## src/rtl/id_stage_ctrl.sv

```systemverilog
// id_stage_ctrl: decode-stage controller for the 5-stage pipeline.
// Decodes the IF/ID instruction into the immediate-format select and the
// control bundle for EX. It also detects load-use hazards, which stall the
// PC and IF/ID, and it owns the ID/EX control register. That register handles
// bubble insertion and the mispredict flush. Saturating counters record stall
// cycles and illegal issues.
//
// Ports:
//   i_clk, i_rst_n      clock (rising edge), async active-low reset
//   i_instr, i_id_valid IF/ID instruction and its valid bit
//   i_flush             EX redirect; squash ID this cycle
//   i_cnt_clr           synchronous clear of both counters
//   o_imm_src           combinational immediate-format select
//   o_stall             combinational load-use stall (PC + IF/ID hold)
//   o_ex_*              registered ID/EX control bundle
//   o_stall_cnt         saturating count of stall cycles
//   o_illegal_cnt       saturating count of illegal instructions issued
module id_stage_ctrl #(
  parameter int CNT_W = 16
) (
  input  logic             i_clk,
  input  logic             i_rst_n,
  input  logic [31:0]      i_instr,
  input  logic             i_id_valid,
  input  logic             i_flush,
  input  logic             i_cnt_clr,
  output logic [2:0]       o_imm_src,
  output logic             o_stall,
  output logic             o_ex_valid,
  output logic [4:0]       o_ex_rd,
  output logic [4:0]       o_ex_rs1,
  output logic [4:0]       o_ex_rs2,
  output logic             o_ex_reg_wen,
  output logic             o_ex_mem_ren,
  output logic             o_ex_mem_wen,
  output logic             o_ex_alu_imm,
  output logic             o_ex_branch,
  output logic             o_ex_jump,
  output logic [2:0]       o_ex_funct3,
  output logic             o_ex_illegal,
  output logic [CNT_W-1:0] o_stall_cnt,
  output logic [CNT_W-1:0] o_illegal_cnt
);

  localparam logic [6:0] OPC_LUI    = 7'b0110111;
  localparam logic [6:0] OPC_AUIPC  = 7'b0010111;
  localparam logic [6:0] OPC_JAL    = 7'b1101111;
  localparam logic [6:0] OPC_JALR   = 7'b1100111;
  localparam logic [6:0] OPC_LOAD   = 7'b0000011;
  localparam logic [6:0] OPC_OPIMM  = 7'b0010011;
  localparam logic [6:0] OPC_STORE  = 7'b0100011;
  localparam logic [6:0] OPC_BRANCH = 7'b1100011;
  localparam logic [6:0] OPC_OP     = 7'b0110011;
  localparam logic [6:0] OPC_FENCE  = 7'b0001111;
  localparam logic [6:0] OPC_SYSTEM = 7'b1110011;

  typedef struct packed {
    logic       valid;
    logic [4:0] rd;
    logic [4:0] rs1;
    logic [4:0] rs2;
    logic       reg_wen;
    logic       mem_ren;
    logic       mem_wen;
    logic       alu_imm;
    logic       branch;
    logic       jump;
    logic [2:0] funct3;
    logic       illegal;
  } ex_t;

  logic [6:0] opc;
  logic       rs1_used, rs2_used, wr_rd, illegal;
  logic       mem_ren, mem_wen, alu_imm, branch, jump;
  logic [4:0] rd, rs1, rs2;
  logic       load_use;
  ex_t        ex_d, ex_q;
  logic [CNT_W-1:0] stall_cnt_d, stall_cnt_q, ill_cnt_d, ill_cnt_q;

  // funct7 / upper immediate bits are not needed for control decode
  logic unused_hi;
  assign unused_hi = ^i_instr[31:25];

  assign opc = i_instr[6:0];
  assign rd  = i_instr[11:7];

  always_comb begin
    o_imm_src = 3'b000;
    rs1_used  = 1'b0;
    rs2_used  = 1'b0;
    wr_rd     = 1'b0;
    mem_ren   = 1'b0;
    mem_wen   = 1'b0;
    branch    = 1'b0;
    jump      = 1'b0;
    illegal   = 1'b0;
    case (opc)
      OPC_LUI, OPC_AUIPC: begin o_imm_src = 3'b011; wr_rd = 1'b1; end
      OPC_JAL:    begin o_imm_src = 3'b100; wr_rd = 1'b1; jump = 1'b1; end
      OPC_JALR:   begin rs1_used = 1'b1; wr_rd = 1'b1; jump = 1'b1; end
      OPC_LOAD:   begin rs1_used = 1'b1; wr_rd = 1'b1; mem_ren = 1'b1; end
      OPC_OPIMM:  begin rs1_used = 1'b1; wr_rd = 1'b1; end
      OPC_STORE:  begin
        o_imm_src = 3'b001; rs1_used = 1'b1; rs2_used = 1'b1; mem_wen = 1'b1;
      end
      OPC_BRANCH: begin
        o_imm_src = 3'b010; rs1_used = 1'b1; rs2_used = 1'b1; branch = 1'b1;
      end
      OPC_OP:     begin rs1_used = 1'b1; rs2_used = 1'b1; wr_rd = 1'b1; end
      OPC_FENCE, OPC_SYSTEM: ;
      default:    begin o_imm_src = 3'b111; illegal = 1'b1; end
    endcase
  end

  // An unknown opcode has no format, so it never selects the immediate.
  assign alu_imm = ~illegal & (opc != OPC_OP) & (opc != OPC_BRANCH);

  // Unused source fields read as x0 so they can never match a load target.
  assign rs1 = rs1_used ? i_instr[19:15] : 5'd0;
  assign rs2 = rs2_used ? i_instr[24:20] : 5'd0;

  assign load_use = i_id_valid & ex_q.valid & ex_q.mem_ren & (ex_q.rd != 5'd0) &
                    ((rs1_used & (rs1 == ex_q.rd)) | (rs2_used & (rs2 == ex_q.rd)));
  // A redirect discards the dependent instruction, so holding it is pointless.
  assign o_stall  = load_use & ~i_flush;

  always_comb begin
    ex_d = '0;
    if (!i_flush && !o_stall) begin
      ex_d.valid   = i_id_valid;
      ex_d.rd      = rd;
      ex_d.rs1     = rs1;
      ex_d.rs2     = rs2;
      ex_d.funct3  = i_instr[14:12];
      ex_d.reg_wen = i_id_valid & wr_rd & (rd != 5'd0);
      ex_d.mem_ren = i_id_valid & mem_ren;
      ex_d.mem_wen = i_id_valid & mem_wen;
      ex_d.alu_imm = i_id_valid & alu_imm;
      ex_d.branch  = i_id_valid & branch;
      ex_d.jump    = i_id_valid & jump;
      ex_d.illegal = i_id_valid & illegal;
    end
  end

  always_comb begin
    stall_cnt_d = stall_cnt_q;
    ill_cnt_d   = ill_cnt_q;
    if (i_cnt_clr) begin
      stall_cnt_d = '0;
      ill_cnt_d   = '0;
    end else begin
      if (o_stall && !(&stall_cnt_q))
        stall_cnt_d = stall_cnt_q + CNT_W'(1);
      if (ex_d.illegal && !(&ill_cnt_q))
        ill_cnt_d = ill_cnt_q + CNT_W'(1);
    end
  end

  always_ff @(posedge i_clk or negedge i_rst_n) begin
    if (!i_rst_n) begin
      ex_q        <= '0;
      stall_cnt_q <= '0;
      ill_cnt_q   <= '0;
    end else begin
      ex_q        <= ex_d;
      stall_cnt_q <= stall_cnt_d;
      ill_cnt_q   <= ill_cnt_d;
    end
  end

  assign o_ex_valid    = ex_q.valid;
  assign o_ex_rd       = ex_q.rd;
  assign o_ex_rs1      = ex_q.rs1;
  assign o_ex_rs2      = ex_q.rs2;
  assign o_ex_reg_wen  = ex_q.reg_wen;
  assign o_ex_mem_ren  = ex_q.mem_ren;
  assign o_ex_mem_wen  = ex_q.mem_wen;
  assign o_ex_alu_imm  = ex_q.alu_imm;
  assign o_ex_branch   = ex_q.branch;
  assign o_ex_jump     = ex_q.jump;
  assign o_ex_funct3   = ex_q.funct3;
  assign o_ex_illegal  = ex_q.illegal;
  assign o_stall_cnt   = stall_cnt_q;
  assign o_illegal_cnt = ill_cnt_q;

endmodule

```

## config.mk

```make
export PLATFORM = sky130hd
export DESIGN_NAME = id_stage_ctrl
export DESIGN_NICKNAME = d
export VERILOG_FILES = /design/src/rtl/id_stage_ctrl.sv
export SDC_FILE = /design/constraint.sdc
export NUM_CORES = 1
export LEC_CHECK = 0
export ABC_AREA = 0
export CORE_UTILIZATION = 43
export CTS_BUF_LIST = sky130_fd_sc_hd__clkbuf_2 sky130_fd_sc_hd__clkbuf_4 sky130_fd_sc_hd__clkbuf_8
export DETAILED_ROUTE_END_ITERATION = 16
export PLACE_DENSITY = 0.85
export SYNTH_ARGS = -nofsm -noshare
export SYNTH_HDL_FRONTEND = slang
export SYNTH_SLANG_ARGS = --single-unit
export TNS_END_PERCENT = 100
```

## constraint.sdc

```tcl
create_clock -name i_clk -period 2 [get_ports i_clk]
set_input_delay 0.3 -clock i_clk [delete_from_list [all_inputs] [get_ports i_clk]]
set_output_delay 0.3 -clock i_clk [all_outputs]
set_load 0.05 [all_outputs]
```

# --- Yosys cells after proc, flatten, opt, wreduce, memory -nomap -nowiden ---
# Index checks and enable logic that the tools add are counted.
# Widths: inputs -> output; s select.
op_classes:
  add_sub_neg: 2
  n_eq_ne: 15
  n_mux: 16
  n_bitwise: 19
  n_reduce_logical: 20
op_table:
  columns: ["cell", "n"]
  rows:
  - ["$mux 16", 4]
  - ["$add 16x1->16 const B", 2]
  - ["$reduce_and 16->1", 2]
  - ["$eq 7x7->1 const B", 4]
  - ["$mux 26", 1]
  - ["$eq 7x6->1 const B", 3]
  - ["$and 1x1->1", 17]
  - ["$pmux 3 s5", 1]
  - ["$eq 7x5->1 const B", 2]
  - ["$reduce_or 6->1", 2]
  - ["$reduce_or 11->1", 1]
  - ["$eq 5x5->1", 2]
  - ["$mux 5", 2]
  - ["$reduce_bool 5->1", 2]
  - ["$mux 1", 8]
  - ["$eq 7x2->1 const B", 1]
  - ["$eq 7x4->1 const B", 1]
  - ["$ne 7x6->1 const B", 1]
  - ["$ne 7x7->1 const B", 1]
  - ["$reduce_or 7->1", 1]
  - ["$logic_not 1->1", 4]
  - ["$reduce_bool 2->1", 2]
  - ["$reduce_or 2->1", 2]
  - ["$logic_and 1x1->1", 3]
  - ["3 further kinds", 3]
totals:
  ff_bits: 58

# --- Logic depth before layout (Yosys ltp) ---
# Gate-level depths: netlist (run 1).
depth:
  ltp_word: 15
  ltp_mapped: 9
  mapped_depth_nobuf: 7

# --- Worst setup path before layout (run 1) ---
# OpenSTA, ideal clock, no wires.
synth_path:
  kind: "register to output"
  from: "register ex_q (netlist bit o_ex_rd[4])"
  to: "output o_stall"
  t_arrival_ps: 2423
  required_time_ps: 1700
  setup_slack_ps: -723
  stages_incl_launch_ff: 5
  path_buffers: 0
  path_cell_list: "dfrtp_1 -> xnor2_1 -> nand2_1 -> o32ai_4 -> nor3b_1"
synth_via:
  elab_chain_len: 5
  elab_cells_between_ends: 9
  cone_classes: "eq/ne: 2; bitwise: 6; reduce/logical: 1"
synth_lines:
  columns: ["item", "line_no", "text"]
  rows:
  - ["start, declared", "77", "ex_t ex_d, ex_q;"]
  - ["start signal, assigned", "161", "ex_q <= '0;"]
  - ["start signal, assigned", "165", "ex_q <= ex_d;"]
  - ["$eq 5x5->1", "123", "((rs1_used & (rs1 == ex_q.rd)) | (rs2_used & (rs2 == ex_q.rd)));"]
  - ["$and 1x1->1", "123", null]
  - ["$or 1x1->1", "123", null]
  - ["$and 1x1->1 *", "122", "assign load_use = i_id_valid & ex_q.valid & ex_q.mem_ren & (ex_q.rd != 5'd0) &"]
  - ["$and 1x1->1 *", "125", "assign o_stall = load_use & ~i_flush;"]
  - ["end, declared", "28", "output logic o_stall,"]
# Every way passes the cells marked *; elsewhere a longest branch is shown, timed or not.

# --- Worst setup path in the final report (run 1) ---
layout_path:
  from: "register ex_q (netlist bit o_ex_rd[2])"
  to: "output o_stall"
# Same word-level chain as after synthesis.

==> results.txt, run 1 <==
- The flow ran to the end, but the final reports show violations.
- The checks that failed: setup timing.
* Ratio of total power to cell area: just over 500 nW/µm²
- For the worst-skew pair, the clock arrives at the later sink with an insertion delay of 0.35 ns.
- In the final layout, the share of cells above drive strength 1 is between 30% and 40%.
- Cell with the biggest individual delay on the critical path: dfrtp_2
- The library cell used most frequently in the layout, excluding fill and tap cells, is clkdlybuf4s50_1.
- The worst pin sits at a relative slew slack of 62.9%.
- Most used cells in the layout excluding fill and tap cells: 78 x clkdlybuf4s50_1, 64 x buf_4, 32 x dfrtp_1
- Max-slew violation total from the final report: 0
* Worst clock skew: 0.00639 ns
* Leakage: 0.00228 µW
- The H-tree was split into 3 levels.
* Cell count after placement: 540
* Post-layout minimum cycle time: 2.31 ns
- When the netlist entered floorplanning its net count stood at 350.
* Hold violation total from the final report: 0
- Along the worst path, the maximum fanout reaches 3.
- Setup violations remaining at the end of the flow were counted as 40.
- The HPWL after detailed placement is 6.16 mm.
- 0 antenna diodes ended up in the layout.
* Max stage delay on crit path: 0.42 ns
- Deepest clock path buffer count: 2
- Together, buffers and inverters on the worst path number 3.
* Die outline height: 86.1 µm
- Leading register cell type out of synthesis: dfrtp_1
- Dividing the detail-routed via count by the number of cells gives 5.43.
* Wire length of the first global-routing pass: 14.3 mm
- In this run, flip-flops and latches consume a little under half of the power.
- At the worst endpoint, the arrival time is 2.01 ns.
- Number of synthesized flops with an enable pin: 0
- Critical Path Start Type: flip-flop
- In this run the core area contains 30 standard-cell rows.
* Antenna-violating nets left: 0
* Measured slew at the worst slew-check pin: roughly 0.56 ns
- Ports: 99
- The floorplan step set the die width to about 86 µm.
* TritonCTS clock tree: built
* Comb power frac: around 15%
* Yosys top cell by area: dfrtp_1
- STA classifies the critical path endpoint as a primary output.
* RSZ-0062 raised after global routing: yes
- Cell area after technology mapping: 3040 µm²
- Count of max-cap constraint violations: 0
- Setup slack on the worst reg-to-reg path comes out at -0.30 ns.
* Drt total wl: approximately 9.4 mm
- Clock transition at path regs: ~0.070 ns
- Yosys warns: 0
* Proportion of synthesized flip-flops having asynchronous set or reset: 100%
* Share of the clock period used by the worst path: 115%
- Wire length per cell: ~16 µm
- Maximum number of pins on one net before global-route repair: 59
- Total number of vias: 3107
* Std-Cell Core Area: slightly below 7000 µm²
- The min-delay analysis places its worst path in the category in -> async.
- Number of filler cells placed in the layout: 461
- At the end of the flow, the number of nets in the layout was 510.
* Layout area overhead: 68.7%
- Static timing analysis puts the maximum clock frequency at 0.434 GHz.
* Average footprint of a synthesized cell: 9.78 µm²
- Sorting the synthesized cells by area gives the leading types as dfrtp_1 48%, and2_1 4.1%, xnor2_1 3.2%, a21oi_1 3.1%, nand2_1 3.0%.
- Post-synth cell types: 55
- Cell internal power was estimated by the tool at 1950 µW.
- Worst reg2reg endpoint: o_stall_cnt[9]
- First-pass iteration count of the detailed router: 4
- Summing the sequential cell areas from Yosys gives approximately 48% of the chip area.
- Synth Instances: 311
* Total grt overflow: 0
- The number of global-route vias before repair is 2989.
* Proportion of total power due to net switching: 26.4%
* Critical path type: reg -> out
- Die footprint: 7420 µm²
- VDD sags by at most 0.594 mV.
- Area taken by multi-input logic gates: 1780 µm²
- Clock Tree Root: clkbuf_8
- Registers take 1480 µm².
- Clk network pwr share: 39.4%
* Share of the synthesized area in the top cell type: 47.7%
* Switching component of the power: 697 µW
- After detailed placement, the total cell area comes to 4560 µm².
- Number of antenna violations at the first check in global routing: 0
* Ordered list of cells on the worst path: buf_6 > xnor2_2 > nand3_2 > o32ai_4 > buf_4 > nor3b_4 > buf_12
* Non-filler instance count after layout: 572
- Port buffering added 91 buffers.
- The clock net in this run drives a total of 58 sinks.
* DRC violation count after routing: 0
* Number of buffers created by CTS: 9
- Required time of the critical path: between 1.5 and 2 ns
* Setup WS post-layout: -0.307 ns
* Number of register bits inferred by synthesis: 58
- For this block, the initial DRC count from the detailed router was around 150.
- Path depth of the worst reg2reg path: 10
- Cell area after layout: 5130 µm²
- For this run, the total global-route usage over all layers was measured as 25.2%.
- Final weighted congestion in routability-driven placement: approximately 0.89
- Cell type group with the largest total delay on the critical path: buffers and inverters
* Beginning of the worst register-to-register path: o_ex_rd[2]
* Effective utilization at floorplan: 44.5%
-- state kept, by name, summed over array words and instances (netlist names) --
register and count:
o_illegal_cnt 16, o_ex_alu_imm 1, o_ex_mem_ren 1, o_ex_rs2 5, o_ex_funct3 3, o_ex_reg_wen 1
o_ex_rs1 5, o_stall_cnt 16, o_ex_illegal 1, o_ex_valid 1, o_ex_mem_wen 1, o_ex_rd 5
o_ex_jump 1, o_ex_branch 1
-- logic make-up after synthesis --
family,count (synthesis),synth area share (%)
buf+inv,25,4.07
simple gates,144,27.4
mux,3,1.07
fa+ha+maj,2,0.822
flops,58,47.7
compound gates,58,12.9
xor+xnor,21,6.04
-- routing by layer --
metal  part of all wire [%]  up-vias  global-route usage (%)
li1                       -     1441                       -
met2                     52      119                    41.8
met5                      0        -                       0
met3                    4.5       22                    5.68
met4                    2.2        0                    10.3
met1                     42     1525                    31.8
-- worst max path at each step --
stage,from,to,slack [ns],cells after the start
2_1_floorplan,o_ex_rd[3],o_stall_cnt[1],-0.21,8
3_3_place_gp,i_instr[2],o_stall_cnt[12],-0.49,7
3_5_place_dp,i_instr[2],o_stall_cnt[12],-0.57,7
4_1_cts,o_ex_rd[2],o_stall,-0.28,7
5_1_grt,o_ex_rd[2],o_stall,-0.40,7
6_report,o_ex_rd[2],o_stall,-0.31,7
-- Yosys cell counts, drive strengths merged (2+ instances only) --
| cell | instances |
|---|---|
| a21oi | 24 |
| and2 | 21 |
| and3 | 5 |
| and3b | 2 |
| buf | 10 |
| clkbuf | 7 |
| dfrtp | 58 |
| ha | 2 |
| inv | 8 |
| mux2 | 2 |
| nand2 | 24 |
| nand3 | 13 |
| nand4 | 12 |
| nor2 | 23 |
| nor2b | 6 |
| nor3 | 6 |
| nor3b | 3 |
| nor4 | 3 |
| o21ai | 14 |
| o31ai | 9 |
| or2 | 2 |
| or3 | 8 |
| or4 | 13 |
| xnor2 | 11 |
| xor2 | 10 |
-- cell type report --
class,instances,share of cell area [%]
multi-input combinational,231,34.6
timing repair buffer,163,29.8
sequential,58,28.9
clock buffer,14,3.51
tap,96,2.34
inverter,8,0.585
clock inverter,2,0.195
-- worst reg2reg max path: stages (launching register included) --
cell      delay, ns
dfrtp_2        0.42
buf_6          0.14
xnor2_2        0.14
nand3_2        0.11
o32ai_4        0.28
buf_4          0.16
buf_8          0.13
nand3b_4       0.12
buf_4          0.19
o31ai_1        0.40
a21oi_2        0.09
-- metrics by stage --
stage	setup TNS (ns)	hold WS [ns]	worst slack [ns]	util [%]	power, µW
floorplan	-3.06	0.00441	-0.208	-	1390
global placement	-19.66	0.325	-0.489	66.8	1580
detailed placement	-22.45	0.329	-0.565	66.8	1590
CTS	-2.75	0.496	-0.281	71.6	2610
global route	-11.31	0.518	-0.402	75.2	2730
finish	-7.00	0.497	-0.307	75.2	2640
-- power groups by stage --
stage	Sequential [µW]	Clock [µW]	Combinational, µW
finish	1200	1040	400
global route	1200	1100	427
CTS	1200	1040	376
detailed placement	1220	0	364
global placement	1220	0	357
floorplan	1280	0	112
-- timing repair --
action / CTS / global route
gates resized for setup: 16 / 42
hold buffers: 1 / 0
setup endpoints to repair: 47 / 47
endpoints found under the hold margin: 58 / 0
setup buffers: 5 / 7
gates cloned: 2 / 1
pin swaps: 8 / 12
No activity file was read; power rests on OpenSTA's default activity.
==> inputs of run 2 (changes only) <==
TNS_END_PERCENT = 5   (was 100)
==> run 2 against run 1 <==
  * The run still ends with setup timing left
  * Sequential power barely moved
  * Clock power hardly changed
  * Combinational power about the same
  * Critical path type unchanged
==> results.txt, run 2 (synthesis results as in run 1) <==
- The worst hold path terminates at o_ex_rs2[3].
* Worst reg2reg endpoint: o_stall_cnt[8] (was o_stall_cnt[9])
- The clock tree buffer depth is 2 (unchanged).
* Layout area overhead: 61.0% (was 68.7%)
- Maximum number of pins on one net before global-route repair: 24 (was 59)
- The startpoint-to-endpoint class of the critical path is reg -> out (unchanged).
* Met3 GRT Util: 3.27% (was 5.68%)
- Met2 usage: 43.4% (was 41.8%)
- The mean number of vias per cell came to 5.41 (was 5.43).
* Number of filler cells placed in the layout: 493 (was 461)
- The width of the chip came to 86.1 µm (unchanged).
- The power share of the sequential group is 45.1% (was 45.4%).
- The switching component of the power came to 669 µW (was 697 µW).
- The worst hold slack came to 0.358 ns (was 0.497 ns).
- The fraction of layout cells with a size suffix above 1 came to 31.9% (was 38.4%).
- Overall global routing resource usage: 24.5% (was 25.2%)
- Clk network pwr share: 40.0% (was 39.4%)
- Crit path arrival time: 2.03 ns (was 2.01 ns)
- Antenna-violating nets left: 0 (unchanged)
- Failing checks: setup timing (unchanged)
- Critical Path Start Type: flip-flop (unchanged)
- The clock latency of the later-clocked register in the worst-skew pair was 0.33 ns (was 0.35 ns).
- Post-layout minimum cycle time: 2.33 ns (was 2.31 ns)
- The routability-driven placement congestion ratio came to 0.855 (was 0.890).
* Number of clock sinks: 58 (unchanged)
* Number of global-route vias before repair: 3024 (was 2989)
- The post-route cell area came to 4900 µm² (was 5130 µm²).
* DRC violation count after routing: 0 (unchanged)
* Die outline height: 86.1 µm (unchanged)
* Clock transition at path regs: 0.06 ns (was 0.07 ns)
- The TritonCTS clock tree is built (unchanged).
- The diode insertion count for antenna repair came to 0 (unchanged).
* Met1 Track Usage GR: 29.5% (was 31.8%)
- Tightest slew margin relative to the limit: 64.1% (was 62.9%)
* Final core utilization: 71.7% (was 75.2%)
* Leakage: 0.00209 µW (was 0.00228 µW)
- The startpoint of the lowest-slack register-to-register path was o_ex_rd[1] (was o_ex_rd[2]).
* Final net count: 495 (was 510)
- Effective utilization at floorplan: 44.5% (unchanged)
- Total number of vias: 3015 (was 3107)
* Number of antenna violations at the first check in global routing: 0 (unchanged)
* Number of buffers created by CTS: 9 (unchanged)
* Wire length per cell: 16.3 µm (was 16.4 µm)
* Area taken by multi-input logic gates: 1680 µm² (was 1780 µm²)
- Final setup violating endpoints: 30 (was 40)
- The die area is 7420 µm² (unchanged).
- The global routing's busiest layer was met2 (unchanged).
- Ports: 99 (unchanged)
* Htree depth: 3 (unchanged)
- Post-detail-place hpwl: 6.24 mm (was 6.16 mm)
- Clock Tree Root: clkbuf_8 (unchanged)
- The maximum clock frequency was 0.429 GHz (was 0.434 GHz).
- Max-slew violation total from the final report: 0 (unchanged)
- Most used cells in the layout excluding fill and tap cells: 77 x clkdlybuf4s50_1, 55 x buf_4, 37 x dfrtp_1 (was 78 x clkdlybuf4s50_1, 64 x buf_4, 32 x dfrtp_1).
- Number of cells on the worst hold path: 2
* Cell Rows: 30 (unchanged)
* First-pass iteration count of the detailed router: 4 (unchanged)
- Ordered list of cells on the worst path: buf_6 > xnor2_2 > nand2_2 > o32ai_4 > nor3b_4 > buf_12 (was buf_6 > xnor2_2 > nand3_2 > o32ai_4 > buf_4 > nor3b_4 > buf_12).
- Cell type group with the largest total delay on the critical path: flip-flops (was buffers and inverters)
* Maximum fanout count along the critical path: 5 (was 3)
* Total Power Consumption: 2660 µW (was 2640 µW)
- Endpoint type of the worst setup path: primary output (unchanged)
* Max stage delay on crit path: 0.41 ns (was 0.42 ns)
- The setup slack of the worst register-to-register path was -0.26 ns (was -0.30 ns).
- The register cell area after layout came to 1480 µm² (about the same).
- Drt total wl: 9.08 mm (was 9.38 mm)
- Hold violation total from the final report: 0 (unchanged)
- The cell-internal power was 1990 µW (was 1950 µW).
* Worst VDD drop: 0.326 mV (was 0.594 mV)
* Measured slew at the worst slew-check pin: 0.537 ns (was 0.556 ns)
* Placed standard-cell area: 4480 µm² (was 4560 µm²)
- The combined buffer and inverter count along the critical path is 2 (was 3).
* Cell with the biggest individual delay on the critical path: dfrtp_2 (unchanged)
- Outcome: finished with violations (unchanged)
- Total grt overflow: 0 (unchanged)
- The startpoint identified for the worst hold timing path is i_instr[23].
* Proportion of total power due to net switching: 25.1% (was 26.4%)
- Required time of the critical path: 1.70 ns (about the same)
- Comb power frac: 14.9% (was 15.1%)
* DRC marker count from the first detailed-route iteration: 167 (was 147)
- The global-route wire length before repair is 14.1 mm (was 14.3 mm).
- The count of maximum capacitance violations was 0 (unchanged).
* Worst clock skew: 0.00802 ns (was 0.00639 ns)
- Commonest non-fill, non-tap cell in the layout: clkdlybuf4s50_1 (unchanged)
- The core box area was 6830 µm² (unchanged).
- Port-buffer cells: 91 (unchanged)
- The worst min-delay path class is in -> reg (was in -> async).
* Share of the clock period used by the worst path: 117% (was 115%)
- The number of cells traversed by the worst register-to-register path is 8 (was 10).
- Setup WS post-layout: -0.332 ns (was -0.307 ns)
- RSZ-0062 raised after global routing: yes (unchanged).
- Ratio of total power to cell area: 543 nW/µm² (was 515 nW/µm²)
## run 2: cell types whose count changed in the layout (fill, tap and decap cells not counted), moves of 4 or more
cell     delta
a21oi_2     -4
dfrtp_1     +5
or4_1       +7
or4_4       -7
buf_4       -9
dfrtp_2     -5
## run 2: how the worst max path moves through the flow
stage                     slack, ns       start               to  cells past startpoint
after floorplan               -0.21  o_ex_rd[3]   o_stall_cnt[1]                      8
after global placement        -0.48  i_instr[2]   o_stall_cnt[8]                      7
after detailed placement      -0.61  i_instr[2]  o_stall_cnt[12]                      7
after CTS                     -0.22  o_ex_rd[3]          o_stall                      6
after global routing          -0.37  o_ex_rd[1]   o_stall_cnt[7]                      8
final                         -0.33  o_ex_rd[1]          o_stall                      6
## run 2: metal layers
layer	vias up	wire length, µm
li1	1412	-
met1	1457	3640
met2	118	4750
met3	28	381
met4	0	311
met5	-	0
## run 2: area by class of cell
| class | count | share of cell area [%] |
|---|---|---|
| sequential | 58 | 30.2 |
| clock inverter | 3 | 0.817 |
| inverter | 8 | 0.613 |
| multi-input combinational | 230 | 34.3 |
| clock buffer | 13 | 3.14 |
| timing repair buffer | 149 | 28.6 |
| tap | 96 | 2.45 |
## run 2: what timing repair did
item | 4_1_cts | 5_1_grt
setup buffers | 1 | 3
hold buffers | 1 | 0
gates cloned | 0 | 2
endpoints found under the hold margin | 16 | 0
endpoints found under the setup margin | 48 | 47
gates resized for setup | 18 | 21
pin swaps | 11 | 9
## run 2: stage by stage
step	setup TNS (ns)	setup WS [ns]	instances
CTS	-2.16	-0.220	552
global placement	-18.51	-0.478	534
finish	-3.96	-0.332	557
global route	-7.69	-0.372	557
detailed placement	-21.86	-0.610	534
floorplan	-3.58	-0.210	311
## run 2: power groups by stage
| stage | Combinational [µW] | Clock [µW] | Sequential [µW] |
|---|---|---|---|
| after global placement | 351 | 0 | 1220 |
| after floorplan | 112 | 0 | 1280 |
| final | 397 | 1060 | 1200 |
| after CTS | 371 | 1080 | 1200 |
| after detailed placement | 356 | 0 | 1220 |
| after global routing | 422 | 1150 | 1200 |
